### src/rtl/mem_seq_pkg.sv
// Shared types for the load/store byte sequencer.
// State encoding, size encoding and default word geometry.
package mem_seq_pkg;

  typedef enum logic [1:0] {
    IDLE,
    XFER,
    FINISH,
    DONE
  } state_e;

  localparam logic SZ_BYTE = 1'b0;
  localparam logic SZ_WORD = 1'b1;

  localparam int NBYTES = 4;

endpackage

### src/rtl/mem_byte_sequencer.sv
// Splits word loads/stores into little-endian byte RAM accesses.
// Optional macro MEM_BYTE_SEQ_ALIGN_CHECK_EN rejects unaligned words.
module mem_byte_sequencer
  import mem_seq_pkg::*;
#(
  parameter int ADDR_W = 8,
  parameter int DATA_W = 32
) (
  input  logic              clk,
  input  logic              reset,
  input  logic              req,
  input  logic              we,
  input  logic              size,
  input  logic [ADDR_W-1:0] addr,
  input  logic [DATA_W-1:0] wdata,
  output logic [DATA_W-1:0] rdata,
  output logic              busy,
  output logic              done,
  output logic              err,
  output logic [ADDR_W-1:0] ram_addr,
  output logic [7:0]        ram_wdata,
  output logic              ram_we,
  input  logic [7:0]        ram_rdata
);

  localparam int NB = DATA_W / 8;
  localparam int CW = (NB > 1) ? $clog2(NB) : 1;

  state_e state_q, state_d;
  logic [CW-1:0] cnt_q, cnt_d;
  logic [CW-1:0] last;

  logic              we_q;
  logic              size_q;
  logic              mis_q;
  logic [ADDR_W-1:0] addr_q;
  logic [DATA_W-1:0] wdata_q;
  logic [DATA_W-1:0] rdata_q;
  logic [ADDR_W-1:0] aout_q;
  logic [7:0]        bout_q;

  logic              xfer;
  logic              misal;
  logic [ADDR_W-1:0] cur_addr;
  logic [7:0]        cur_byte;

`ifdef MEM_BYTE_SEQ_ALIGN_CHECK_EN
  assign misal = (size == SZ_WORD) && (addr[1:0] != 2'b00);
`else
  assign misal = 1'b0;
`endif

  assign xfer     = (state_q == XFER);
  assign last     = (size_q == SZ_WORD) ? CW'(NB - 1) : '0;
  assign cur_addr = addr_q + ADDR_W'(cnt_q);
  assign cur_byte = wdata_q[8*cnt_q +: 8];

  assign ram_addr  = xfer ? cur_addr : aout_q;
  assign ram_wdata = xfer ? cur_byte : bout_q;
  assign ram_we    = xfer & we_q;
  assign busy      = (state_q != IDLE);
  assign done      = (state_q == DONE);
  assign err       = done & mis_q;
  assign rdata     = rdata_q;

  // State and byte counter registers
  always_ff @(posedge clk or negedge reset) begin
    if (!reset) begin
      state_q <= IDLE;
      cnt_q   <= '0;
    end else begin
      state_q <= state_d;
      cnt_q   <= cnt_d;
    end
  end

  // Next state: one XFER cycle per byte, then FINISH and DONE
  always_comb begin
    state_d = state_q;
    cnt_d   = cnt_q;
    case (state_q)
      IDLE: begin
        if (req) begin
          cnt_d   = '0;
          state_d = misal ? DONE : XFER;
        end
      end
      XFER: begin
        cnt_d = cnt_q + CW'(1);
        if (cnt_q == last) state_d = FINISH;
      end
      FINISH:  state_d = DONE;
      DONE:    state_d = IDLE;
      default: state_d = IDLE;
    endcase
  end

  // Request latch, held RAM outputs and load byte reassembly
  always_ff @(posedge clk or negedge reset) begin
    if (!reset) begin
      we_q    <= 1'b0;
      size_q  <= SZ_BYTE;
      mis_q   <= 1'b0;
      addr_q  <= '0;
      wdata_q <= '0;
      rdata_q <= '0;
      aout_q  <= '0;
      bout_q  <= '0;
    end else begin
      if (state_q == IDLE && req) begin
        we_q    <= we;
        size_q  <= size;
        mis_q   <= misal;
        addr_q  <= addr;
        wdata_q <= wdata;
      end
      if (xfer) begin
        aout_q <= cur_addr;
        bout_q <= cur_byte;
      end
      if (xfer && !we_q && cnt_q != '0) begin
        rdata_q[8*(int'(cnt_q)-1) +: 8] <= ram_rdata;
      end
      if (state_q == FINISH && !we_q) begin
        if (size_q == SZ_BYTE) rdata_q <= DATA_W'(ram_rdata);
        else rdata_q[8*(NB-1) +: 8] <= ram_rdata;
      end
    end
  end

endmodule

### config.mk
export PLATFORM = sky130hd
export DESIGN_NAME = mem_byte_sequencer
export DESIGN_NICKNAME = d
export VERILOG_FILES = /design/src/rtl/mem_seq_pkg.sv /design/src/rtl/mem_byte_sequencer.sv
export SDC_FILE = /design/constraint.sdc
export NUM_CORES = 1
export LEC_CHECK = 0
export ABC_CLOCK_PERIOD_IN_PS = 2550
export BUFFER_PORTS_ARGS = -buffer_cell sky130_fd_sc_hd__buf_2
export CORE_ASPECT_RATIO = 0.75
export CORE_MARGIN = 2
export CORE_UTILIZATION = 45
export CTS_CLUSTER_DIAMETER = 150
export CTS_CLUSTER_SIZE = 28
export DETAILED_ROUTE_END_ITERATION = 7
export GPL_TIMING_DRIVEN = 0
export PLACE_DENSITY_LB_ADDON = 0.08
export SETUP_SLACK_MARGIN = 0.1
export SLEW_MARGIN = 20
export SYNTH_ARGS = -nofsm -noshare
export SYNTH_HDL_FRONTEND = slang
export SYNTH_SLANG_ARGS = --single-unit
export TNS_END_PERCENT = 10
### constraint.sdc
create_clock -name clk -period 2.55 [get_ports clk]
set_input_delay 0.51 -clock clk [delete_from_list [all_inputs] [get_ports clk]]
set_output_delay 0.51 -clock clk [all_outputs]
set_load 0.01 [all_outputs]
==> results by group <==
Outcome
  • Status: complete, no violations

Pwr
  • VDD IR max: 0.525 mV
  • Leakage: 0.00258 µW
  • Power Dens Cells: 1240 mW/mm²

Synth
  • Top_reg_cell synth: dfrtp_1
  • Ys async rst share: 100%
  • Sequential element share of the synthesized area: 54.8%
  • Synth Warn #: 0
  • Syn nets: 390
  • Mapped Cells: 325
  • Synthesized flop and latch total: 94
  • Post-synth EDFFs: 0
  • Synth Cell Area: 0.00429 mm²
  • Synth cell types: 45
  • Syn_area_per_cell: 13.2 µm²

GRT
  • Vias in the first global route: 2,880
  • Grt ovf: 0
  • Total track usage: 19.4%
  • Initial antenna violation count: 0
  • First-pass GRT wire length: 15,000 µm
  • Largest net degree at the start of global routing: 50

Clock network
  • Max H-tree Level: 3
  • TritonCTS Buffers: 9
  • Clock transition at path regs: 0.07 ns
  • Root Driver: clkbuf_16
  • Clk sinks: 94
  • # hold bufs at CTS: 0
  • Max clock buf depth: 2
  • Clock Latency Late Sink: 0.34 ns
  • CTS tree: done

STA
  • Min Tclk post-route: 2.51 ns
  • Worst slew margin: 55.9%
  • Tightest Pin Transition: 0.662 ns
  • Final clock skew: 0.00830 ns
  • RSZ-0062 raised after global routing: yes
  • Fmax: 398 MHz
  • Fin crit share: 98.5%
  • Max-slew violations: 0
  • Final setup viols: 0
  • Final Hold Fails: 0

Floorplan
  • Overall die area: 0.0103 mm²
  • Die Wd: 117 µm
  • DIE HEIGHT: 88.6 µm
  • Row cnt: 30
  • Initial Util: 46.8%
  • I/O pin cnt: 105
  • Core box area: 0.00916 mm²

Finish
  • Most frequent cells in the layout: buf_2, dfrtp_1, mux2_2
  • Commonest non-fill, non-tap cell in the layout: buf_2
  • Layout cells sized above 1: 48.7%
  • Fin area: 0.00545 mm²
  • Final nets: 516
  • Layout Area Growth over Synthesis: 27.2%
  • Post-layout util: 59.5%
  • # diodes: 0
  • Finished Layout Cells: 584

Worst setup path
  • Startpoint types: flip-flop
  • Required time worst endpoint: 2.04 ns
  • Flop2flop setup slack: 0.24 ns
  • Reg-to-reg startpoint: cnt_q[1]
  • Crit end category: primary output
  • R2R depth: 11
  • CP Max Fanout: 3
  • Worst reg2reg path endpoint: rdata[30]
  • Critical path type: flip-flop to primary output
  • Crit path DAT: 2.00 ns

Placed design
  • DP Wirelength: 6870 µm
  • Port Buf Inserts: 103
  • Area of placed instances: 0.00500 mm²
  • Cells after DPL: 557
  • Final RePlAce weighted congestion: 0.780

Flow run
  • Max-Cap Viols: 0

Routing
  • Total number of vias: 2,931
  • WL/cell: 16.5 µm
  • # DRC: 0
  • 1st-iter DRT viols: 176
  • Initial DRT Pass Iterations: 4
  • Post-Route WL: 9620 µm
  • Post-DRT Antenna Nets: 0
  • Via-to-Cell Ratio: 5.02

Worst hold path
  • Min-Delay Path Class: input port to async pin
[sequential cells by signal, summed over array words and instances (netlist names)]
name,count
wdata_q,32
bout_q,8
aout_q,8
we_q,1
cnt_q,2
state_q,2
size_q,1
addr_q,8
rdata,32
[metal layers]
metal	share of wire (%)	track usage, %
met5	0	0
met3	6.5	6.44
met2	44	28.0
met4	0.71	4.81
met1	48	28.5
[layout make-up]
type                       instances  area (µm²)
tap                              128         160
timing repair buffer             115         651
clock buffer                       9         225
buffer                            17         158
clock inverter                     7        56.3
inverter                          18        71.3
sequential                        94        2350
fill                             784        3700
multi-input combinational        196        1780
[worst max path at each step]
| stage | start | to | slack [ns] | cells after the start |
|---|---|---|---|---|
| 3_3_place_gp | reset | wdata_q[17] | 0.02 | 1 |
| 2_1_floorplan | cnt_q[1] | ram_addr[7] | 0.40 | 5 |
| 4_1_cts | cnt_q[1] | ram_addr[7] | 0.01 | 6 |
| 3_5_place_dp | state_q[1] | ram_wdata[5] | 0.06 | 6 |
| 5_1_grt | cnt_q[1] | ram_addr[7] | -0.1 | 6 |
| 6_report | cnt_q[1] | ram_addr[7] | 0.04 | 6 |
[per-stage QoR]
stage                     hold slack, ns  total power [µW]  TNS, ns  worst slack (ns)
final                             0.0968              6740        0            0.0377
after global routing               0.114              7220   -0.131           -0.0962
after CTS                          0.107              6730        0            0.0137
after detailed placement           0.470              5260        0            0.0577
after global placement             0.475              5180        0            0.0236
after floorplan                    0.214              4390        0             0.401
[synth_stat cells, drive strengths merged, types with 2 or more instances]
cell | n | area share [%]
o31ai | 2 | 0.67
nor3b | 2 | 0.47
a32oi | 3 | 0.61
a32o | 4 | 0.93
mux2i | 2 | 0.47
mux2 | 53 | 14
clkbuf | 2 | 0.18
ha | 11 | 3.2
nand3 | 16 | 1.9
nand2 | 14 | 1.2
nand4bb | 2 | 0.64
a21oi | 14 | 1.6
and2 | 2 | 0.29
xor2 | 5 | 1.5
xnor2 | 3 | 0.61
nor2 | 17 | 1.5
a22oi | 5 | 0.88
mux4 | 8 | 4.2
nand4 | 5 | 0.73
dfrtp | 94 | 55
inv | 18 | 1.6
buf | 15 | 2.4
a22o | 5 | 1.0
o21ai | 10 | 1.2
[critical path, cell delays in order, from the launching register on]
cell,delay [ns]
dfrtp_1,0.41
ha_1,0.29
a21o_1,0.13
or3b_4,0.38
xor2_1,0.15
a21oi_1,0.15
buf_2,0.16
[logic make-up after synthesis]
group / after synthesis / synth area share [%]
flops: 94 / 54.8
simple gates: 65 / 8.26
mux: 63 / 18.6
compound gates: 47 / 8.34
buf+inv: 35 / 4.14
fa+ha+maj: 12 / 3.68
xor+xnor: 8 / 2.07
other cells: 1 / 0.0874
[power by group]
part,internal (µW),leakage (µW),switching (µW)
Sequential,2110,0.00116,344
Combinational,1570,0.00129,1450
Clock,673,0.000130,595
[timing repair]
item | CTS | global route
gates resized for setup | 18 | 7
setup endpoints to repair | 21 | 26
pin swaps | 6 | 2
buffers inserted | 7 | 4
Power figures use the tool's default switching activity.
